<file path="config.mk">
export PLATFORM = sky130hd
export DESIGN_NAME = pcm_tx_scheduler
export DESIGN_NICKNAME = d
export VERILOG_FILES = /design/src/rtl/pcm_tx_scheduler_pkg.sv /design/src/rtl/pcm_tx_scheduler_enc.sv /design/src/rtl/pcm_tx_scheduler.sv
export SDC_FILE = /design/constraint.sdc
export NUM_CORES = 1
export LEC_CHECK = 0
export ABC_AREA = 1
export CORE_MARGIN = 4
export CORE_UTILIZATION = 57
export DETAILED_ROUTE_END_ITERATION = 16
export GPL_TIMING_DRIVEN = 0
export HOLD_SLACK_MARGIN = 0.03
export PLACE_DENSITY = 0.79
export SYNTH_ARGS = -nofsm -noshare
export SYNTH_HDL_FRONTEND = slang
export SYNTH_SLANG_ARGS = --single-unit
</file>
<file path="constraint.sdc">
create_clock -name clkIn -period 2.19 [get_ports clkIn]
set_clock_uncertainty 0.15 [all_clocks]
set_input_delay 0.3285 -clock clkIn [delete_from_list [all_inputs] [get_ports clkIn]]
set_output_delay 0.3285 -clock clkIn [all_outputs]
set_load 0.005 [all_outputs]
</file>
<file path="src/rtl/pcm_tx_scheduler_pkg.sv">
// Shared definitions for the PCM transmit scheduler.
// A character is two Hamming(7,4) codewords, high nibble first, sent MSB-first
// from a 14-bit shift register.
package pcm_tx_scheduler_pkg;

    localparam int CHAR_BITS       = 14;
    localparam int CODE_BITS       = 7;
    localparam int DEFAULT_BIT_DIV = 32;
    // Bit index runs 1..CHAR_BITS while a character is on the line.
    localparam int IDX_W           = 4;

    typedef enum logic {
        IDLE  = 1'b0,
        SHIFT = 1'b1
    } state_t;

endpackage

</file>
<file path="src/rtl/pcm_tx_scheduler_enc.sv">
// Hamming(7,4) encoder, purely combinational.
// Ports:
//   data_i [3:0] : nibble d3..d0
//   code_o [6:0] : codeword in transmit order, code_o[6] is sent first:
//                  {p1, p2, d0, p3, d1, d2, d3}
module hamming74_enc
    import pcm_tx_scheduler_pkg::*;
(
    input  logic [3:0]           data_i,
    output logic [CODE_BITS-1:0] code_o
);

    logic p1;
    logic p2;
    logic p3;

    assign p1 = data_i[0] ^ data_i[1] ^ data_i[3];
    assign p2 = data_i[0] ^ data_i[2] ^ data_i[3];
    assign p3 = data_i[1] ^ data_i[2] ^ data_i[3];

    assign code_o = {p1, p2, data_i[0], p3, data_i[1], data_i[2], data_i[3]};

endmodule

</file>
<file path="src/rtl/pcm_tx_scheduler.sv">
// Transmit sequencer for the PCM/Hamming/FSK link.
// Accepts bytes on a valid/ready handshake, encodes both nibbles into a
// 14-bit character and serialises it at one bit per BIT_DIV clocks on a
// free-running global bit grid.
// Ports:
//   clkIn       : system clock
//   reset       : asynchronous active-low reset
//   in_data     : PCM byte, sampled when in_valid & in_ready
//   in_valid    : in_data valid
//   in_ready    : holding register empty
//   tx_bit      : registered serial bit to the FSK modulator
//   tx_active   : tx_bit carries a character bit
//   bit_tick    : last cycle of each bit period
//   frame_start : first cycle a character's first bit is driven
//   char_done   : coincides with the bit_tick ending the 14th bit
//
// state | meaning
// IDLE  | line quiet, waiting for a bit_tick with the holding register full
// SHIFT | character on the line, idx_q = bits already driven (1..14)
module pcm_tx_scheduler
    import pcm_tx_scheduler_pkg::*;
#(
    parameter int BIT_DIV = DEFAULT_BIT_DIV,
    parameter int CNT_W   = 5
) (
    input  logic       clkIn,
    input  logic       reset,
    input  logic [7:0] in_data,
    input  logic       in_valid,
    output logic       in_ready,
    output logic       tx_bit,
    output logic       tx_active,
    output logic       bit_tick,
    output logic       frame_start,
    output logic       char_done
);

    localparam logic [CNT_W-1:0] CNT_LAST = CNT_W'(BIT_DIV - 1);
    localparam logic [IDX_W-1:0] IDX_LAST = IDX_W'(CHAR_BITS);

    logic [CNT_W-1:0]     cnt_q;
    logic [CNT_W-1:0]     cnt_d;

    logic [CHAR_BITS-1:0] hold_q;
    logic                 hold_valid_q;
    logic [CODE_BITS-1:0] code_hi;
    logic [CODE_BITS-1:0] code_lo;
    logic                 accept;

    state_t               state_q;
    state_t               state_d;
    logic [IDX_W-1:0]     idx_q;
    logic [IDX_W-1:0]     idx_d;
    logic [CHAR_BITS-1:0] shreg_q;
    logic [CHAR_BITS-1:0] shreg_d;
    logic                 tx_bit_q;
    logic                 tx_bit_d;
    logic                 tx_active_q;
    logic                 tx_active_d;
    logic                 frame_start_q;
    logic                 frame_start_d;
    logic                 load;
    logic                 char_done_c;

    // Bit-period grid; runs in every state so all bits share one alignment.
    assign bit_tick = (cnt_q == CNT_LAST);
    assign cnt_d    = bit_tick ? '0 : cnt_q + 1'b1;

    always_ff @(posedge clkIn or negedge reset) begin
        if (!reset) begin
            cnt_q <= '0;
        end else begin
            cnt_q <= cnt_d;
        end
    end

    hamming74_enc u_enc_hi (
        .data_i (in_data[7:4]),
        .code_o (code_hi)
    );

    hamming74_enc u_enc_lo (
        .data_i (in_data[3:0]),
        .code_o (code_lo)
    );

    // Accept and transfer are mutually exclusive: a transfer needs
    // hold_valid_q=1, which holds in_ready low.
    assign in_ready = ~hold_valid_q;
    assign accept   = in_valid & ~hold_valid_q;

    always_ff @(posedge clkIn or negedge reset) begin
        if (!reset) begin
            hold_q       <= '0;
            hold_valid_q <= 1'b0;
        end else if (accept) begin
            hold_q       <= {code_hi, code_lo};
            hold_valid_q <= 1'b1;
        end else if (load) begin
            hold_valid_q <= 1'b0;
        end
    end

    always_comb begin
        state_d       = state_q;
        idx_d         = idx_q;
        shreg_d       = shreg_q;
        tx_bit_d      = tx_bit_q;
        tx_active_d   = tx_active_q;
        frame_start_d = 1'b0;
        load          = 1'b0;
        char_done_c   = 1'b0;

        case (state_q)
            IDLE: begin
                tx_bit_d    = 1'b0;
                tx_active_d = 1'b0;
                if (bit_tick && hold_valid_q) begin
                    load = 1'b1;
                end
            end
            SHIFT: begin
                if (bit_tick) begin
                    if (idx_q < IDX_LAST) begin
                        tx_bit_d = shreg_q[CHAR_BITS-1];
                        shreg_d  = {shreg_q[CHAR_BITS-2:0], 1'b0};
                        idx_d    = idx_q + 1'b1;
                    end else begin
                        char_done_c = 1'b1;
                        if (hold_valid_q) begin
                            load = 1'b1;
                        end else begin
                            state_d     = IDLE;
                            idx_d       = '0;
                            tx_bit_d    = 1'b0;
                            tx_active_d = 1'b0;
                        end
                    end
                end
            end
            default: begin
                state_d = IDLE;
            end
        endcase

        // Shared by the IDLE start and the gapless back-to-back restart.
        if (load) begin
            state_d       = SHIFT;
            idx_d         = IDX_W'(1);
            tx_bit_d      = hold_q[CHAR_BITS-1];
            shreg_d       = {hold_q[CHAR_BITS-2:0], 1'b0};
            tx_active_d   = 1'b1;
            frame_start_d = 1'b1;
        end
    end

    always_ff @(posedge clkIn or negedge reset) begin
        if (!reset) begin
            state_q       <= IDLE;
            idx_q         <= '0;
            shreg_q       <= '0;
            tx_bit_q      <= 1'b0;
            tx_active_q   <= 1'b0;
            frame_start_q <= 1'b0;
        end else begin
            state_q       <= state_d;
            idx_q         <= idx_d;
            shreg_q       <= shreg_d;
            tx_bit_q      <= tx_bit_d;
            tx_active_q   <= tx_active_d;
            frame_start_q <= frame_start_d;
        end
    end

    assign tx_bit      = tx_bit_q;
    assign tx_active   = tx_active_q;
    assign frame_start = frame_start_q;
    assign char_done   = char_done_c;

endmodule

</file>
==> results of run 1 <==
[repair_timing]
item	4_1_cts	5_1_grt
resized for setup	8	7
setup endpoints to repair	2	12
buffers inserted	4	2
pin swaps	2	3
hold buffers	1	0
endpoints found under the hold margin	41	0
[synthesized netlist by cell type]
master    instances  share of area [%]
a21oi_1           6                1.5
buf_12            1               0.99
buf_2             4               0.99
buf_6             1               0.55
clkbuf_1          1               0.18
clkinv_1          1               0.18
dfrtp_1          41                 51
ha_1              4                2.5
inv_1            10                1.8
inv_2             4               0.74
inv_4             1               0.31
nand2_1         108                 20
nand2_2          10                3.1
nand2_4           2                1.1
nand3_1          18                4.4
nand3_2           1               0.49
nand3_4           1               0.86
nor2_1            9                1.7
nor2_8            1               0.99
nor3b_1           1               0.37
o211ai_1          3                1.1
o211ai_2          1               0.62
o21ai_0           8                2.0
o21ai_1           2               0.49
o31ai_1           1               0.37
xnor2_1           1               0.43
xor2_1            4                1.7
[layout make-up]
cell class / instances / area (µm²) / area share [%]
repair buffers: 23 / 208 / 8.74
clock inverters: 2 / 10.0 / 0.421
flip-flops and latches: 41 / 1030 / 43.2
multi-input cells: 181 / 913 / 38.4
inverters: 16 / 62.6 / 2.63
clock buffers: 6 / 41.3 / 1.74
well taps: 46 / 57.6 / 2.42
plain buffers: 7 / 57.6 / 2.42
[flip-flops by register name (all words and copies together) (netlist names)]
register / cells
hold_q: 14
shreg_q: 13
cnt_q: 5
idx_q: 4
frame_start: 1
hold_valid_q: 1
state_q: 1
tx_active: 1
tx_bit: 1
[report_power, final]
group	total (mW)	switching (mW)	internal [mW]	leakage [nW]
clock	0.362	0.239	0.122	0.0320
combinational	0.164	0.0904	0.0741	0.716
sequential	0.904	0.0650	0.839	0.516
[final timing paths]
check	slack [ns]	endpoint	startpoint	depth (start not counted)
min in group asynchronous	0.46	idx_q[1]	reset	2
setup reg to reg	0.13	shreg_q[3]	cnt_q[0]	14
max in group asynchronous	0.89	hold_q[10]	reset	2
hold reg to reg	0.35	shreg_q[9]	shreg_q[9]	2
setup / recovery	0.08	bit_tick	cnt_q[0]	6
hold / removal	0.35	shreg_q[9]	shreg_q[9]	2
[per-stage QoR]
| step | utilization [%] | TNS, ns | cell area [µm²] | hold slack (ns) | power (mW) |
|---|---|---|---|---|---|
| 2_1_floorplan | - | 0 | 2030 | -0.117 | 1.00 |
| 3_3_place_gp | 66.3 | -14.90 | 2250 | 0.299 | 1.08 |
| 3_5_place_dp | 66.1 | -0.0194 | 2240 | 0.304 | 1.08 |
| 4_1_cts | 68.9 | 0 | 2330 | 0.345 | 1.44 |
| 5_1_grt | 70.1 | -0.0534 | 2380 | 0.367 | 1.51 |
| 6_report | 70.1 | 0 | 2380 | 0.346 | 1.43 |
[metal layers]
layer	part of all wire [%]	GRT usage [%]	vias up
met5	0	0	-
met4	1.7	8.61	0
met3	4.1	5.49	7
met2	46	30.4	27
met1	48	26.9	755
li1	-	-	846
[worst max-delay path: stages, from the launching register on]
cell and delay [ns]:
dfrtp_1 0.41, ha_2 0.20, nand2_2 0.09, nor2_4 0.04, ha_4 0.16, buf_6 0.12, dlygate4sd2_1 0.26
[cells by family (layout without fill, tap and decap cells)]
logic type / count (synthesis) / count (layout) / share of synthesized area [%]
fa+ha+maj: 4 / 4 / 2.47
flops: 41 / 41 / 50.6
simple gates: 151 / 151 / 33.0
xor+xnor: 5 / 5 / 2.16
compound gates: 21 / 21 / 6.04
buf+inv: 23 / 54 / 5.80
==> summary.txt, run 1 <==
Layout
  – Syn-to-layout area delta: 17.1%
  – Antenna cells: 0
  – Nets: slightly below 300
  – Layout cells sized above 1: 17.0%
  – Most frequent cells in the layout: nand2_1 (107), dfrtp_1 (41), nand3_1 (18), clkdlybuf4s50_1 (13), nand2_2 (11)
  – Final cell count without fillers: between 300 and 400
  – Most common cell after layout, fill and taps aside: nand2_1
  – Filler cell count: between 200 and 300

Global route
  – Vias in the first global route: approximately 1500
  – Total gr overflow: 0
  – Gr usage total: 20.0%
  – Pin count of the biggest net entering global routing: 42
  – Initial antenna violation count: 0
  – Global-route wire length before repair: between 6000 and 7000 µm

Routing
  – Via density: 5.08
  – Wirelength, routed: a little under 4000 µm
  – DRC violations left: 0
  – Final ANT Viol Nets: 0
  – WL/cell: between 10 and 15 µm
  – Pre-antenna DRT Iters: 4
  – DR vias: 1635
  – Initial drt markers: 103

Synth
  – Syn nets: 260
  – Cell Area, Synth: just over 2000 µm²
  – Yosys Warn Count: 0
  – Post-synthesis sequential area ratio: about half
  – Synth cell types: 27
  – Yosys reg bits: 41
  – Syn avg cell area: about 8.3 µm²
  – Synth Instances: approximately 250

Critical path
  – CP Launch Type: flip-flop
  – Setup crit end kind: output port
  – Crit Path Class: reg2out
  – Worst-path fanout max: 3
  – Worst path arrival time: roughly 1.6 ns
  – CP required: between 1.5 and 2 ns

Floorplanning
  – Number of I/O pins: 17
  – Number of core rows: 21
  – Placeable Area: 3390 µm²
  – DIE HEIGHT: slightly below 70 µm
  – Die span in x: around 68 µm
  – Initial Util: approximately three fifths
  – Die area: about 4600 µm²

Outcome
  – Status: complete, no violations

Pwr
  – Cell Pwr Density: 602 nW/µm²
  – Max IR drop VDD: approximately 480 µV
  – Cell leakage power: roughly 1.3 nW

Worst hold path
  – Worst Hold Class: reg2reg

STA
  – Final setup violation count: 0
  – Final hold violation count: 0
  – Max-slew headroom: a little over two fifths
  – Achievable Freq: approximately 470 MHz
  – Fin. max-slew vios: 0
  – Period utilization: about 96%
  – Post-route setup slack: between 0.07 and 0.08 ns
  – Slew @ Worst Pin: around 0.87 ns
  – Min Tclk post-route: around 2.1 ns

Clocking
  – Max Buffers Root-to-Sink: 2
  – Number of CTS-inserted buffers: 5
  – Root buffer cell: clkbuf_4
  – H-tree levels: 2
  – CTS sink count: between 40 and 50
  – Worst skew pair latency: 0.35 ns
  – CTS tree: done
  – Reg clk slew, reported paths: about 0.11 ns

Placement
  – IO Port Bufs: 16
  – Placed instance count: 307
  – Place WS: -0.0194 ns
  – GP Congestion: 0.824
  – Post-DP HPWL: between 2000 and 3000 µm

Run
  – MaxCap Viol Count: 0
(Power assumes the default switching activity.)
==> inputs of run 2 (changes only) <==
--- a/config.mk
+++ b/config.mk
@@ -6,12 +6,12 @@
 export NUM_CORES = 1
 export LEC_CHECK = 0
 export ABC_AREA = 1
-export CORE_MARGIN = 4
 export CORE_UTILIZATION = 57
 export DETAILED_ROUTE_END_ITERATION = 16
 export GPL_TIMING_DRIVEN = 0
 export HOLD_SLACK_MARGIN = 0.03
 export PLACE_DENSITY = 0.79
+export SLEW_MARGIN = 20
 export SYNTH_ARGS = -nofsm -noshare
 export SYNTH_HDL_FRONTEND = slang
 export SYNTH_SLANG_ARGS = --single-unit
==> run 2 against run 1 <==
Die area shrank 17%. Sequential power is essentially flat. Wire length shrank 2.4%.
==> summary.txt, run 2 (same netlist as run 1, synthesis figures left out) <==
Outcome
  – Status: complete, no violations

Critical path
  – Setup crit end kind: output port
  – R2R setup slack: 0.12 ns (about the same)
  – Critical R2R Launch: cnt_q[0]
  – Crit Path Class: reg2out
  – Worst-path fanout max: 3 (unchanged)
  – Worst path arrival time: 1.61 ns (-0.02 ns)
  – CP required: 1.71 ns (about the same)
  – CP Launch Type: flip-flop
  – R2R depth: 14 (unchanged)
  – Worst reg2reg endpoint: shreg_q[10]

Routing
  – DRC violations left: 0 (unchanged)
  – Via density: 5.03 (-0.98%)
  – DR vias: 1609 (-1.6%)
  – Pre-antenna DRT Iters: 4 (unchanged)
  – WL/cell: 11.7 µm (-1.8%)
  – Wirelength, routed: 3760 µm (-2.4%)
  – Initial drt markers: 88 (-15%)
  – Final ANT Viol Nets: 0 (unchanged)

Layout
  – Design area: 2400 µm² (+0.90%)
  – Top reg by flops: hold_q
  – Util after Layout: 71.3% (+1.2 points)
  – Most frequent cells in the layout: nand2_1 (106), dfrtp_1 (41), nand3_1 (18), clkdlybuf4s50_1 (13), nand2_2 (11)
  – Layout cells sized above 1: 16.8% (-0.24 points)
  – Antenna cells: 0 (unchanged)
  – Biggest regs: hold_q: 14 flops, shreg_q: 13 flops, cnt_q: 5 flops
  – Most common cell after layout, fill and taps aside: nand2_1
  – Largest register FFs: 14 (unchanged)
  – Nets: 288 (-0.69%)
  – Syn-to-layout area delta: 18.1%

Clocking
  – Root buffer cell: clkbuf_4
  – Worst skew pair latency: 0.35 ns (about the same)
  – CTS sink count: 41 (unchanged)
  – Number of CTS-inserted buffers: 5 (unchanged)
  – Reg clk slew, reported paths: 0.12 ns (about the same)
  – H-tree levels: 2 (unchanged)
  – CTS tree: done
  – Max Buffers Root-to-Sink: 2 (unchanged)

STA
  – Min Tclk post-route: 2.09 ns (-0.0242 ns)
  – Max-slew headroom: 76.1% (+34 points)
  – Achievable Freq: 479 MHz (+1.2%)
  – Slew @ Worst Pin: 0.359 ns (-0.516 ns)
  – Min Hold Slack: 0.243 ns (-0.103 ns)
  – RSZ-0062 raised after global routing: yes
  – Period utilization: 95.4% (-1.1 points)
  – Final setup violation count: 0 (unchanged)
  – Final hold violation count: 0 (unchanged)
  – Post-route setup slack: 0.101 ns (+0.0242 ns)
  – Fin. max-slew vios: 0 (unchanged)

Pwr
  – Reg power frac: 57.0% (-6.2 points)
  – Max IR drop VDD: 557 µV (+17%)
  – Net Sw Power: 0.395 mW (about the same)
  – Part of the power in combinational logic: 10.7% (-0.8 points)
  – Power, Total: 1.58 mW (+11%)
  – Switching Fraction: 24.9% (-2.7 points)
  – Cell leakage power: 1.26 nW (about the same)
  – Cell Pwr Density: 661 nW/µm² (+9.8%)
  – Clock power frac: 32.3% (+7.0 points)
  – Cell-internal power: 1.19 mW (+15%)

Placement
  – Place WS: -0.00972 ns (+0.00972 ns)
  – GP Congestion: 0.758 (-8.0%)
  – IO Port Bufs: 16 (unchanged)
  – Post-DP HPWL: 2640 µm (-2.8%)
  – Placed cell areas: 2260 µm² (+0.89%)

Floorplanning
  – Number of I/O pins: 17 (unchanged)
  – Initial Util: 60.3% (+0.47 points)
  – Placeable Area: 3360 µm² (-0.78%)
  – DIE HEIGHT: 61.7 µm (-8.9%)
  – Die area: 3800 µm² (-17%)
  – Number of core rows: 21 (unchanged)
  – Die span in x: 61.7 µm (-8.9%)

Global route
  – Vias in the first global route: 1394 (-8.7%)
  – Gr usage total: 23.8% (+3.7 points)
  – Total gr overflow: 0 (unchanged)
  – Pin count of the biggest net entering global routing: 29 (-31%)
  – Global-route wire length before repair: 6380 µm (-5.6%)
  – Initial antenna violation count: 0 (unchanged)

Run
  – MaxCap Viol Count: 0 (unchanged)

Worst hold path
  – Worst Hold Class: in2async
==> run 2: through the flow <==
| step | TNS, ns | instances |
|---|---|---|
| 2_1_floorplan | 0 | 245 |
| 3_3_place_gp | -15.08 | 307 |
| 3_5_place_dp | -0.00972 | 308 |
| 4_1_cts | 0 | 320 |
| 5_1_grt | -0.0638 | 320 |
| 6_report | 0 | 320 |
==> run 2: worst max-delay path by stage <==
stage                   from          end
detailed placement  cnt_q[0]    char_done
finish              cnt_q[0]     bit_tick
floorplan           cnt_q[0]  shreg_q[10]
global placement       reset   hold_q[10]
global route        cnt_q[0]  shreg_q[11]
CTS                 cnt_q[0]    char_done
==> run 2: worst max-delay path, cell delays in order, from the launching register on <==
cell and delay (ns):
dfrtp_1 0.37, ha_2 0.18, nand2_1 0.08, nor2_2 0.11, ha_2 0.19, buf_4 0.13
clkdlybuf4s15_1 0.20
==> run 2: power groups by stage <==
| stage | Combinational [mW] | Sequential (mW) | Clock, mW |
|---|---|---|---|
| floorplan | 0.107 | 0.894 | 0 |
| global placement | 0.159 | 0.918 | 0 |
| detailed placement | 0.169 | 0.917 | 0 |
| CTS | 0.172 | 0.902 | 0.518 |
| global route | 0.198 | 0.912 | 0.556 |
| finish | 0.169 | 0.903 | 0.511 |
==> run 2: repair_timing <==
item / in CTS / in global routing
endpoints found under the hold margin: 25 / 0
pin swaps: 2 / 4
gates resized for setup: 5 / 9
setup endpoints to repair: 2 / 13
setup buffers: 3 / 0
hold buffers: 1 / 0
==> run 2: routing by layer <==
| layer | vias up | GRT usage (%) | wire, µm |
|---|---|---|---|
| met5 | - | 0 | 0 |
| met4 | 0 | 10.5 | 72 |
| met3 | 7 | 4.41 | 122 |
| met2 | 27 | 32.7 | 1690 |
| met1 | 744 | 36.3 | 1880 |
| li1 | 831 | - | - |
==> run 2: cell type report <==
class,instances,area [µm²]
sequential,41,1030
fill,300,966
multi-input combinational,181,906
inverter,16,62.6
buffer,7,57.6
tap,46,57.6
clock inverter,1,30.0
timing repair buffer,21,203
clock buffer,7,55.1
